===== src/rtl/ibex_wb_arbiter.sv =====
// Writeback arbiter: merges EX results and buffered FPU results onto the single
// register-file write port, and tracks in-flight FP destinations for ID hazards.
module ibex_wb_arbiter #(
  parameter int unsigned FpFifoDepth  = 2,
  parameter bit          WritebackReg = 1'b1,
  localparam int unsigned CW          = $clog2(FpFifoDepth) + 1,
  localparam int unsigned PW          = $clog2(FpFifoDepth)
) (
  input  logic          clk_i,
  input  logic          rst_i,
  input  logic          ex_valid_i,
  input  logic          ex_we_i,
  input  logic [4:0]    ex_rd_i,
  input  logic [31:0]   ex_result_i,
  output logic          ex_ready_o,
  input  logic          fp_issue_valid_i,
  input  logic [4:0]    fp_issue_rd_i,
  output logic          fp_issue_ready_o,
  input  logic          fp_out_valid_i,
  input  logic [31:0]   fp_result_i,
  input  logic [4:0]    fp_rd_i,
  output logic          fp_out_ready_o,
  input  logic [4:0]    rs1_i,
  input  logic [4:0]    rs2_i,
  input  logic [4:0]    rs3_i,
  output logic          hazard_o,
  output logic          rf_we_o,
  output logic [4:0]    rf_waddr_o,
  output logic [31:0]   rf_wdata_o,
  output logic [CW-1:0] fifo_count_o
);

  logic [31:0]   fifo_data_q [FpFifoDepth];
  logic [4:0]    fifo_rd_q   [FpFifoDepth];
  logic [PW-1:0] wr_ptr_q, rd_ptr_q;
  logic [CW-1:0] count_q;
  logic [31:0]   pending_q, pending_d;

  logic          fifo_full, fifo_empty;
  logic          fifo_push, fifo_pop;
  logic          ex_wins, issue_fire;
  logic [4:0]    head_rd;
  logic [31:0]   head_data;

  logic          wb_we;
  logic [4:0]    wb_addr;
  logic [31:0]   wb_data;

  logic [5:0]    pend_cnt;
  logic [CW-1:0] outstanding;

  assign fifo_full  = (count_q == CW'(FpFifoDepth));
  assign fifo_empty = (count_q == '0);
  assign head_rd    = fifo_rd_q[rd_ptr_q];
  assign head_data  = fifo_data_q[rd_ptr_q];

  // A full FIFO always takes the port so it can never deadlock against EX.
  assign ex_ready_o     = !fifo_full;
  assign ex_wins        = ex_valid_i & ex_we_i & (ex_rd_i != 5'd0) & !fifo_full;
  assign fifo_pop       = !fifo_empty & !ex_wins;
  assign fp_out_ready_o = !fifo_full | fifo_pop;
  assign fifo_push      = fp_out_valid_i & fp_out_ready_o & (fp_rd_i != 5'd0);

  assign wb_we   = ex_wins | fifo_pop;
  assign wb_addr = ex_wins ? ex_rd_i : head_rd;
  assign wb_data = ex_wins ? ex_result_i : head_data;

  always_ff @(posedge clk_i) begin
    if (fifo_push) begin
      fifo_data_q[wr_ptr_q] <= fp_result_i;
      fifo_rd_q[wr_ptr_q]   <= fp_rd_i;
    end
  end

  always_ff @(posedge clk_i) begin
    if (rst_i) begin
      wr_ptr_q <= '0;
      rd_ptr_q <= '0;
      count_q  <= '0;
    end else begin
      if (fifo_push) wr_ptr_q <= wr_ptr_q + PW'(1);
      if (fifo_pop)  rd_ptr_q <= rd_ptr_q + PW'(1);
      case ({fifo_push, fifo_pop})
        2'b10:   count_q <= count_q + CW'(1);
        2'b01:   count_q <= count_q - CW'(1);
        default: count_q <= count_q;
      endcase
    end
  end

  assign fifo_count_o = count_q;

  always_comb begin
    pend_cnt = '0;
    for (int i = 1; i < 32; i++) pend_cnt = pend_cnt + 6'(pending_q[i]);
  end

  // Entries already in the FIFO are still counted as pending, so this is
  // conservative: every accepted issue is guaranteed a FIFO slot.
  assign outstanding = (pend_cnt >= 6'(FpFifoDepth)) ? CW'(FpFifoDepth) : CW'(pend_cnt);

  assign fp_issue_ready_o = !pending_q[fp_issue_rd_i] &
                            (({1'b0, count_q} + {1'b0, outstanding}) < (CW+1)'(FpFifoDepth));
  assign issue_fire       = fp_issue_valid_i & fp_issue_ready_o & (fp_issue_rd_i != 5'd0);

  always_comb begin
    pending_d = pending_q;
    if (fifo_pop)   pending_d[head_rd]       = 1'b0;
    if (issue_fire) pending_d[fp_issue_rd_i] = 1'b1;
    pending_d[0] = 1'b0;
  end

  always_ff @(posedge clk_i) begin
    if (rst_i) pending_q <= '0;
    else       pending_q <= pending_d;
  end

  assign hazard_o = pending_q[rs1_i] | pending_q[rs2_i] | pending_q[rs3_i];

  if (WritebackReg) begin : g_wb_reg
    always_ff @(posedge clk_i) begin
      if (rst_i) begin
        rf_we_o    <= 1'b0;
        rf_waddr_o <= '0;
        rf_wdata_o <= '0;
      end else begin
        rf_we_o    <= wb_we;
        rf_waddr_o <= wb_addr;
        rf_wdata_o <= wb_data;
      end
    end
  end else begin : g_wb_comb
    assign rf_we_o    = wb_we;
    assign rf_waddr_o = wb_addr;
    assign rf_wdata_o = wb_data;
  end

endmodule


===== config.mk =====
export PLATFORM = sky130hd
export DESIGN_NAME = ibex_wb_arbiter
export DESIGN_NICKNAME = d
export VERILOG_FILES = /design/src/rtl/ibex_wb_arbiter.sv
export SDC_FILE = /design/constraint.sdc
export NUM_CORES = 1
export LEC_CHECK = 0
export CAP_MARGIN = 20
export CORE_MARGIN = 2
export CORE_UTILIZATION = 30
export DETAILED_ROUTE_END_ITERATION = 8
export PLACE_DENSITY = 0.63
export SLEW_MARGIN = 20
export SYNTH_ARGS = -nofsm -noshare
export SYNTH_HDL_FRONTEND = slang
export SYNTH_SLANG_ARGS = --single-unit

===== constraint.sdc =====
create_clock -name clk_i -period 6.63 [get_ports clk_i]
set_clock_uncertainty 0.15 [all_clocks]
set_input_delay 0.663 -clock clk_i [delete_from_list [all_inputs] [get_ports clk_i]]
set_output_delay 0.663 -clock clk_i [all_outputs]
set_load 0.05 [all_outputs]

* After elaboration in Yosys (flattened, before gate mapping) *
Memory sizes are Yosys's and may differ from the RTL's. A register that Yosys moved wholly into a read port is not among the register bits.
Index checks and enable logic that the tools add are counted.

cells by class
  add/subtract/negate cells = 35
  multiplexer cells = 24
  eq/ne operators = 3
  reduce and logical (&&, ||, !) cells = 11
  magnitude comparators = 9
  bitwise operators = 16

operators by type and width
  operator                                                           count
  adder 6 x 1 -> 6 bit                                               25
  two-way mux 32 bit                                                 3
  bitwise AND 32 bit                                                 1
  NOT 32 bit                                                         1
  bitwise OR 32 bit                                                  1
  < comparator 5 x 6 -> 1 bit, second input constant                 5
  binary-select mux 1 bit (select 5 bit)                             4
  nonzero test 5 bit                                                 3
  two-way mux 1 bit                                                  12
  demux 1 bit (select 5 bit)                                         2
  greater-or-equal comparator 5 x 1 -> 1 bit, second input constant  2
  bitwise AND 1 bit                                                  9
  adder 5 x 1 -> 6 bit                                               1
  greater-or-equal comparator 6 x 2 -> 1 bit, second input constant  1
  adder 4 x 1 -> 5 bit                                               1
  two-way mux 5 bit                                                  1
  adder 3 x 1 -> 4 bit                                               1
  equality test 2 bit, second input constant                         2
  zero test 1 bit                                                    4
  bitwise OR 1 bit                                                   4
  case mux 2 bit (2 select lines)                                    1
  adder 2 x 1 -> 3 bit                                               1
  adder 2 x 2 -> 3 bit                                               1
  < comparator 3 x 2 -> 1 bit, second input constant                 1
  9 further kinds                                                    11

word-level totals
  memories kept = 2
  flip-flop bits (word level) = 74
  input port bits = 100
  RAM bits = 74

memories
  memory       words  width  read ports  clocked after memory_dff  wr ports  line  text
  fifo_data_q  2      32     1           1                         1         33    logic [31:0] fifo_data_q [FpFifoDepth];
  fifo_rd_q    2      5      1           1                         1         34    logic [4:0] fifo_rd_q [FpFifoDepth];

* Longest topological paths before layout *
Gate-level depths: netlist of the first run.

  word-level depth = 38
  mapped depth = 22
  gate-level depth less buffers = 22

* Least setup slack after synthesis of the first run *
No wires, ideal clock.

  kind = register to output
  from = register pending_q[24]
  to = output port fp_issue_ready_o
  cell stages (with the launch flop) = 19
  data arrival time = 5.906 ns
  path slack = -0.089 ns
  cells stage by stage = dfxtp_1 -> inv_1 -> fa_1 -> fa_1 -> fa_1 -> fa_1 -> fa_1 -> fa_1 -> inv_1 -> fa_1 -> inv_1 -> fa_1 -> a2111oi_0 -> a21oi_1 -> nor2_1 -> nand3_1 -> fa_1 -> nand2_1 -> nor2_1

between the ends
  longest elaborated chain between the ends = 13

ends and longest elaborated chain
  what                                        line  text
  start: declaration                          37    logic [31:0] pending_q, pending_d;
  start signal: assignment                    115   else pending_q <= pending_d;
  adder 6 x 1 -> 6 bit (8 in series)          95    for (int i = 1; i < 32; i++) pend_cnt = pend_cnt + 6'(pending_q[i]);
  greater-or-equal comparator 6 x 2 -> 1 bit  100   assign outstanding = (pend_cnt >= 6'(FpFifoDepth)) ? CW'(FpFifoDepth) : CW'(pend_cnt);
  two-way mux 2 bit                           100
  adder 2 x 2 -> 3 bit                        103   (({1'b0, count_q} + {1'b0, outstanding}) < (CW+1)'(FpFifoDepth));
  < comparator 3 x 2 -> 1 bit                 103
  bitwise AND 1 bit (*)                       102   assign fp_issue_ready_o = !pending_q[fp_issue_rd_i] &
  end: declaration                            18    output logic fp_issue_ready_o,

Mark *: on every way between the ends. The rest lies on a longest branch, timed or not. The select of a mux whose other input is x is not followed.

* Worst setup path after layout of the first run *
  from = register pending_q[10]
  to = output port fp_issue_ready_o

between the ends
  longest elaborated chain between the ends = 27

ends and longest elaborated chain
  what                                        line
  adder 6 x 1 -> 6 bit (22 in series)         95
  greater-or-equal comparator 6 x 2 -> 1 bit  100
  two-way mux 2 bit                           100
  adder 2 x 2 -> 3 bit                        103
  < comparator 3 x 2 -> 1 bit                 103
  bitwise AND 1 bit (*)                       102

Marks and branches as above.

==> summary.txt, run 1 <==
Run status
  • Status: finished, violations left
  • Failing checks: setup timing

Placement
  • DP HPWL: 14800 µm
  • PortBufs: 142
  • DP Cell Count: 1070
  • Final GP Congestion: 0.939

Clocking
  • Clock buffer count from CTS: 17
  • CTS root buf: clkbuf_16
  • Clock Tree Buf Depth: 2
  • Clock transition at the registers of the reported paths: 0.06 ns
  • TritonCTS clock tree: built
  • # clock sinks: 148
  • Clk_lat worst skew: 0.42 ns
  • Hold-fix buffers, CTS: 0
  • H-tree depth: 4

Final layout
  • Commonest cells after routing, fill and taps aside: clkdlybuf4s50_1 (140), edfxtp_1 (74), dfxtp_1 (69)
  • Post-Layout Cell Count: 1108
  • Final Core Density: 41.5%
  • Layout area overhead: 35.5%
  • Fin nets: 902
  • Layout cells sized above 1: 17.4%
  • Most common cell after layout, fill and taps aside: clkdlybuf4s50_1

Routing
  • Detailed-route via count: 5668
  • Vias per inst: 5.12
  • Initial DRC count: 414
  • WL/cell: 18.5 µm
  • Detailed Route WL: 20500 µm
  • 1st-pass router iterations: 7
  • DRT antenna net count: 0
  • Residual DRC: 0

Critical path
  • R2r endpoint: pending_q[30]
  • Worst R2R Setup Slack: -0.01 ns
  • WP data arrival: 5.89 ns
  • Setup crit start kind: register
  • Crit-path max FO: 2
  • Worst reg2reg path depth: 24
  • Critical path class: register to output port
  • Worst R2R Start: pending_q[10]
  • Worst Path Required: 5.82 ns
  • CP Capture Type: output port

Yosys
  • Cells after Synth: 619
  • Synthesized flop and latch total: 148
  • Post-Syn Area: 7440 µm²
  • Mapped Nets: 751
  • Seq/Total Area, Yosys: 49.8%
  • Async SR Flop Fraction: 0%
  • Synth unique cells: 49
  • Syn Area/Cell: 12.0 µm²
  • Post-synth EDFFs: 74
  • Main flop type after synthesis: edfxtp_1
  • YS warnings: 0

Timing
  • RSZ-0062 raised after global routing: true
  • Worst slew pin tran: 0.962 ns
  • Hold Fails Final Rpt: 0
  • TNS Setup: -0.0769 ns
  • Maximum clock rate: 149 MHz
  • Period utilization: 101%
  • Post-route setup slack: -0.0706 ns
  • Slew Viols, Final: 0
  • Final setup fails: 2
  • Min Tclk post-route: 6.70 ns
  • Max_slew headroom: 35.2%

Floorplanning
  • Initial Util: 30.6%
  • Row count: 57
  • DIE AREA: 26100 µm²
  • Die Ht: 162 µm
  • CORE AREA: 24300 µm²
  • I/O Pins: 144
  • Die W: 162 µm

Pwr
  • Peak supply drop: 278 µV
  • Pleak: 3.57 nW
  • Power Total: 2.82 mW
  • Pwr/cell area: 280 nW/µm²

Global route
  • Initial antenna violation count: 1
  • Largest net degree at the start of global routing: 58
  • Congestion Overflow GR: 0
  • GRT Overall Usage: 15.6%
  • Vias in the first global route: 5501
  • Global-route wire length before repair: 31100 µm

Job
  • Max cap viols: 0

Hold path
  • Min-delay worst type: register to register
  • Hold Path Sink: rd_ptr_q
  • Hold depth: 2
  • Hold Path Origin: rd_ptr_q
[synthesized netlist by cell type, types with 5 or more instances]
master	count	area share [%]
fa_1	24	6.5
nor2b_1	5	0.42
clkbuf_1	30	1.5
buf_6	5	0.76
mux2i_1	55	7.4
a21oi_1	10	0.67
inv_1	49	2.5
edfxtp_1	74	30
nand2_1	23	1.2
mux2_2	7	1.1
o211ai_1	27	2.7
mux4_2	21	6.4
nand3b_1	6	0.61
nand2b_1	8	0.67
dfxtp_1	74	20
ha_1	8	1.3
o31ai_1	26	2.6
nor2_1	58	2.9
a211oi_1	35	3.5
o2111ai_1	5	0.59
nand3_1	11	0.74
[state kept, by name, summed over array words and instances (netlist names), named ones only]
name,cells
fifo_count_o,2
rf_waddr_o,5
fifo_data_q,64
fifo_rd_q,10
pending_q,31
rf_wdata_o,32
rf_we_o,1
wr_ptr_q,1
rd_ptr_q,1
[what timing repair did]
item                       4_1_cts  5_1_grt
resized for setup               12       34
setup endpoints to repair        5       22
setup buffers                    3        2
pin swaps                       15       20
[metrics by stage]
step	hold slack (ns)	worst slack (ns)	instance area, µm²
floorplan	0.322	0.131	7440
global placement	0.335	0.0645	9300
detailed placement	0.350	-0.0292	9300
CTS	0.364	-0.276	9910
global route	0.394	-0.270	10100
finish	0.363	-0.0706	10100
[final cells by class]
| type | count | area (µm²) |
|---|---|---|
| diodes | 1 | 2.50 |
| clock buffers | 20 | 447 |
| clock inverters | 12 | 104 |
| fillers | 2310 | 14200 |
| inverters | 49 | 184 |
| multi-input cells | 381 | 3570 |
| flip-flops and latches | 148 | 3710 |
| well taps | 324 | 405 |
| repair buffers | 173 | 1660 |
[kinds of logic (layout without fill, tap and decap cells)]
group / after synthesis / after routing / share of synthesized area [%]
simple gates: 129 / 129 / 8.14
mux: 84 / 84 / 15.2
xor+xnor: 4 / 4 / 0.471
other cells: 1 / 2 / 0.0504
buf+inv: 90 / 254 / 5.21
fa+ha+maj: 32 / 32 / 7.80
flops: 148 / 148 / 49.8
compound gates: 131 / 131 / 13.4
[worst max path at each step]
stage | startpoint | endpoint | slack (ns) | cells after the start
after floorplan | pending_q[24] | fp_issue_ready_o | 0.13 | 18
after global placement | pending_q[6] | pending_q[28] | 0.06 | 21
after detailed placement | pending_q[6] | pending_q[31] | -0.03 | 21
after CTS | pending_q[10] | fp_issue_ready_o | -0.28 | 19
after global routing | pending_q[18] | fp_issue_ready_o | -0.27 | 19
final | pending_q[10] | fp_issue_ready_o | -0.07 | 19
[per-layer routing]
layer  up-vias  track usage [%]  part of all wire, %
met5         -                0                    0
met4         0             5.32                  2.6
met3        29             5.47                  8.8
met2       234             23.7                   45
met1      2777             20.7                   44
li1       2628                -                    -
[power breakdown]
part | switching (mW) | internal (mW) | total [mW]
registers | 0.0366 | 1.05 | 1.09
logic | 0.518 | 0.319 | 0.837
clock network | 0.372 | 0.525 | 0.897
[critical path, stage by stage (launching register included)]
cell	delay [ns]
dfxtp_2	0.33
fa_1	0.55
inv_2	0.05
fa_1	0.55
fa_1	0.43
fa_1	0.54
fa_1	0.43
fa_1	0.46
inv_2	0.07
fa_2	0.20
inv_2	0.05
fa_2	0.42
a2111oi_4	0.19
a21oi_1	0.07
nor2_1	0.13
nand3_1	0.11
fa_1	0.55
nand2_2	0.09
nor2_4	0.11
buf_12	0.14
Note: power is estimated with default switching activity, not from simulation.
==> inputs of run 2 (changes only) <==
- CAP_MARGIN: 20 -> 25
- REMOVE_ABC_BUFFERS: not set -> 1
==> run 2 against run 1 <==
  * The flow still finishes with violations (setup timing)
  * Global-route usage grew 0.38 points
  * Count of clock-buffer cells in the layout is 1 lower
  * Sequential share of layout area is 0.65 points higher
  * Highest routed layer unchanged
  * Via count about the same
  * Critical path depth stayed put
  * Worst hold slack lost 0.0066 ns
  * Final cell count is 0.72% lower
  * Flip-flop and latch count is the same
==> summary.txt, run 2 (synthesis gave the netlist of run 1 again) <==
Clocking
  • Hold-fix buffers, CTS: 0
  • CTS root buf: clkbuf_16
  • Clock buffer count from CTS: 17
  • Clock transition at the registers of the reported paths: 0.06 ns
  • # clock sinks: 148
  • Clk_lat worst skew: 0.42 ns
  • Clock Tree Buf Depth: 2
  • TritonCTS clock tree: built
  • H-tree depth: 4

Placement
  • Final GP Congestion: 0.897
  • DP HPWL: 14700 µm
  • DP Cell Count: 1065
  • PortBufs: 142

Floorplanning
  • Die W: 162 µm
  • I/O Pins: 144
  • Die Ht: 162 µm
  • CORE AREA: 24300 µm²
  • Initial Util: 30.6%
  • Row count: 57
  • DIE AREA: 26100 µm²

Critical path
  • Critical path class: register to output port
  • CP Capture Type: output port
  • Crit. Startpoint: pending_q[22]
  • Setup crit start kind: register
  • Worst R2R Start: pending_q[22]
  • WP data arrival: 5.84 ns
  • Worst Path Required: 5.82 ns
  • Crit-path max FO: 2

Hold path
  • Hold Path Origin: rd_ptr_q
  • Min-delay worst type: register to register

Final layout
  • Top Registers: fifo_data_q: 64 flops, rf_wdata_o: 32 flops, pending_q: 31 flops
  • Layout cells sized above 1: 14.9%
  • Ant diodes: 0
  • Register name with the most flops: fifo_data_q
  • Post-Layout Cell Count: 1100
  • Fin nets: 895
  • Layout area overhead: 33.5%
  • Most common cell after layout, fill and taps aside: clkdlybuf4s50_1
  • Max reg flops: 64
  • Commonest cells after routing, fill and taps aside: clkdlybuf4s50_1 (140), edfxtp_1 (74), dfxtp_1 (65)

Routing
  • Detailed-route via count: 5666
  • DRT antenna net count: 0
  • Residual DRC: 0
  • WL/cell: 18.5 µm
  • Initial DRC count: 350
  • 1st-pass router iterations: 7
  • Vias per inst: 5.15
  • Detailed Route WL: 20300 µm

Timing
  • Final setup fails: 1
  • Period utilization: 100%
  • Slew Viols, Final: 0
  • Maximum clock rate: 150 MHz
  • TNS Setup: -0.0192 ns
  • Worst slew pin tran: 1.04 ns
  • RSZ-0062 raised after global routing: true
  • Max_slew headroom: 30.3%
  • Post-route setup slack: -0.0192 ns
  • Hold Fails Final Rpt: 0
  • Min Tclk post-route: 6.65 ns

Run status
  • Status: finished, violations left
  • Failing checks: setup timing

Pwr
  • Peak supply drop: 218 µV
  • Pleak: 3.47 nW
  • Pwr/cell area: 285 nW/µm²

Global route
  • Initial antenna violation count: 0
  • Global-route wire length before repair: 32100 µm
  • GRT Overall Usage: 16.0%
  • Vias in the first global route: 5632
  • Largest net degree at the start of global routing: 60
  • Congestion Overflow GR: 0

Job
  • Max cap viols: 0
[run 2: changes by cell type in the layout (fill, tap and decap cells not counted), sizes merged]
cell    change
buf         -7
clkbuf      -1
clkinv      -5
diode       -1
inv         +6
[run 2: worst paths after layout]
kind / end / slack [ns] / depth (start not counted)
worst max-delay path: fp_issue_ready_o / -0.02 / 19
worst min-delay path: rd_ptr_q / 0.36 / 2
worst max register to register: pending_q[28] / 0.29 / 22
worst min register to register: rd_ptr_q / 0.36 / 2
[run 2: where the power goes]
part	total (mW)	leakage (nW)	switching, mW	internal [mW]
sequential	1.09	1.31	0.0400	1.05
clock	0.944	0.281	0.404	0.540
combinational	0.797	1.88	0.501	0.296
[run 2: worst max-delay path: stages (launching register included)]
cell and delay (ns):
dfxtp_2 0.33, fa_1 0.55, inv_2 0.04, fa_1 0.51, fa_1 0.46, fa_1 0.50, fa_1 0.52, fa_1 0.42
inv_2 0.07, fa_2 0.21, inv_2 0.05, fa_2 0.40, a2111oi_4 0.19, a21oi_1 0.07, nor2_1 0.13, nand3_1 0.11
fa_1 0.54, nand2_2 0.08, nor2_4 0.10, buf_12 0.14
[run 2: timing repair]
action	4_1_cts	5_1_grt
endpoints found under the hold margin	0	0
pin swaps	16	12
setup endpoints to repair	3	23
gates resized for setup	17	10
setup buffers	2	0
[run 2: metal layers]
layer,vias to the layer above,global-route usage (%),part of all wire [%]
li1,2616,-,-
met1,2742,21.2,43
met2,289,23.9,44
met3,19,6.96,12
met4,0,4.26,1.2
met5,-,0,0
[run 2: per-stage QoR]
stage	utilization (%)	total power [mW]	worst slack [ns]	hold slack, ns	area, µm²
final	40.9	2.83	-0.0192	0.357	9940
after global routing	40.9	2.96	-0.250	0.391	9940
after CTS	40.6	2.86	-0.248	0.360	9880
after detailed placement	38.1	1.90	-0.00175	0.345	9260
after global placement	38.1	1.90	0.0963	0.336	9260
after floorplan	-	1.58	-0.0894	0.322	7240
[run 2: area by class of cell]
cell class                 instances  area [µm²]
clock buffer                      19         443
inverter                          49         184
timing repair buffer             166        1620
tap                              324         405
sequential                       148        3720
clock inverter                    13         136
multi-input combinational        381        3430
fill                            2289       14400
==> inputs of run 3 (changes only) <==
- clock period: 6.63 -> 5.63 ns (I/O delays scaled with it)
==> run 3 against run 2 <==
  * Flip-flop and latch count unchanged
  * The flow still finishes with violations (setup timing)
  * First-iteration DRC count grew 23%
  * Design area increased by 1.7%
  * Sequential power is 19% higher
  * Worst setup slack worse by 0.87 ns
  * Worst hold slack gained 0.0024 ns
  * Combinational power rose by 19%
  * Power grew 19%
==> summary.txt, run 3 (synthesis gave the netlist of run 1 again) <==
Final layout
  • FILL cells: 2300
  • Reg area: 3710 µm²
  • Footprint of the multi-input gates: 3490 µm²
  • Top Registers: fifo_data_q: 64 flops, rf_wdata_o: 32 flops, pending_q: 31 flops
  • Commonest cells after routing, fill and taps aside: clkdlybuf4s50_1 (140), edfxtp_1 (74), dfxtp_1 (70)
  • Most common cell after layout, fill and taps aside: clkdlybuf4s50_1
  • Register name with the most flops: fifo_data_q
  • Fin nets: 912
  • Ant diodes: 0
  • Layout Cell Area excl Fill: 10100 µm²
  • Max reg flops: 64
  • Post-Layout Cell Count: 1117
  • Layout cells sized above 1: 16.9%
  • Final Core Density: 41.5%
  • Layout area overhead: 35.7%

Pwr
  • Power Total: 3.36 mW
  • Sw frac: 33.8%
  • Switching Power: 1.13 mW
  • Combinational Power Share: 28.2%
  • Int Pwr: 2.22 mW
  • Peak supply drop: 250 µV
  • Sequential share of power: 38.6%
  • Clock power share: 33.2%
  • Pwr/cell area: 332 nW/µm²
  • Pleak: 3.59 nW

Clocking
  • # clock sinks: 148
  • Clk_lat worst skew: 0.42 ns
  • Clock Tree Buf Depth: 2
  • Clock buffer count from CTS: 17
  • Clock transition at the registers of the reported paths: 0.07 ns
  • H-tree depth: 4
  • TritonCTS clock tree: built
  • CTS root buf: clkbuf_16

Timing
  • RSZ-0062 raised after global routing: true
  • Max_slew headroom: 33.8%
  • Hold WS: 0.359 ns
  • Hold Fails Final Rpt: 0
  • Min Tclk post-route: 6.52 ns
  • Post-route setup slack: -0.888 ns
  • Maximum clock rate: 153 MHz
  • Worst slew pin tran: 0.993 ns
  • Final setup fails: 32
  • TNS Setup: -19.22 ns
  • Period utilization: 116%
  • Slew Viols, Final: 0

Critical path
  • CP Capture Type: output port
  • Worst Path Required: 4.92 ns
  • Crit-path max FO: 2
  • Crit. Startpoint: pending_q[1]
  • WP data arrival: 5.81 ns
  • Worst R2R Start: pending_q[1]
  • R2r endpoint: pending_q[29]
  • Worst R2R Setup Slack: -0.77 ns
  • Setup crit start kind: register
  • Worst reg2reg path depth: 23
  • Critical path class: register to output port

Routing
  • DRT antenna net count: 0
  • Detailed-route via count: 5648
  • Residual DRC: 0
  • 1st-pass router iterations: 5
  • Vias per inst: 5.06
  • Detailed Route WL: 20400 µm
  • WL/cell: 18.2 µm
  • Initial DRC count: 429

Floorplanning
  • Die W: 162 µm
  • Row count: 57
  • DIE AREA: 26100 µm²
  • I/O Pins: 144
  • CORE AREA: 24300 µm²
  • Die Ht: 162 µm
  • Initial Util: 30.6%

Placement
  • Post-Place Worst Slack: -0.890 ns
  • Final GP Congestion: 0.920
  • DP HPWL: 14600 µm
  • Area after DPL: 9380 µm²
  • DP Cell Count: 1081
  • PortBufs: 142

Global route
  • Vias in the first global route: 5772
  • Global-route wire length before repair: 32200 µm
  • Congestion Overflow GR: 0
  • Largest net degree at the start of global routing: 73
  • GRT Overall Usage: 16.0%
  • Initial antenna violation count: 0

Job
  • Max cap viols: 0

Run status
  • Failing checks: setup timing
  • Status: finished, violations left

Hold path
  • Hold depth: 2
  • Min-delay worst type: register to register
  • Hold Path Origin: rd_ptr_q
run 3: cell types whose count changed in the layout (fill, tap and decap cells not counted), moves of 3 or more:
cell     change
nand2_2      +4
nand2_4      +3
dfxtp_1      +5
dfxtp_2      -3
nand2_1      -7
buf_4       +17
run 3: worst max path at each step:
stage,to,slack [ns],depth (start not counted)
floorplan,fp_issue_ready_o,-0.99,18
CTS,fp_issue_ready_o,-1.12,19
global placement,pending_q[29],-0.83,22
detailed placement,pending_q[31],-0.89,22
finish,fp_issue_ready_o,-0.89,19
global route,fp_issue_ready_o,-1.16,19
run 3: repair_timing:
item                       4_1_cts  5_1_grt
hold buffers                     0        0
pin swaps                       29       20
setup endpoints to repair       32       32
resized for setup               29        6
buffers inserted                 4        1
run 3: worst max-delay path, stage by stage (launching register included):
cell and delay (ns):
dfxtp_2 0.33, fa_1 0.52, inv_1 0.05, fa_1 0.48
fa_1 0.54, fa_1 0.44, fa_1 0.51, fa_1 0.40
inv_1 0.08, fa_2 0.20, inv_2 0.04, fa_2 0.41
a2111oi_4 0.19, a21oi_1 0.06, nor2_1 0.14, nand3_1 0.11
fa_1 0.54, nand2_2 0.08, nor2_4 0.11, buf_12 0.14
run 3: metal layers:
layer	vias to the layer above	track usage, %	routed length, µm
li1	2652	-	-
met1	2731	21.3	8990
met2	248	23.7	9020
met3	17	6.21	2110
met4	0	5.28	240
met5	-	0	0
run 3: power groups by stage:
stage	Clock (mW)	Sequential, mW	Combinational, mW
5_1_grt	1.18	1.31	1.01
3_3_place_gp	0	1.32	0.914
4_1_cts	1.14	1.30	0.946
2_1_floorplan	0	1.53	0.333
3_5_place_dp	0	1.32	0.914
6_report	1.11	1.30	0.947
run 3: area by class of cell:
| cell class | instances | area share (%) |
|---|---|---|
| Tap cell | 324 | 4.01 |
| Multi-Input combinational cell | 381 | 34.6 |
| Inverter | 49 | 1.82 |
| Timing Repair Buffer | 183 | 17.2 |
| Sequential cell | 148 | 36.7 |
| Clock buffer | 18 | 4.25 |
| Clock inverter | 14 | 1.39 |
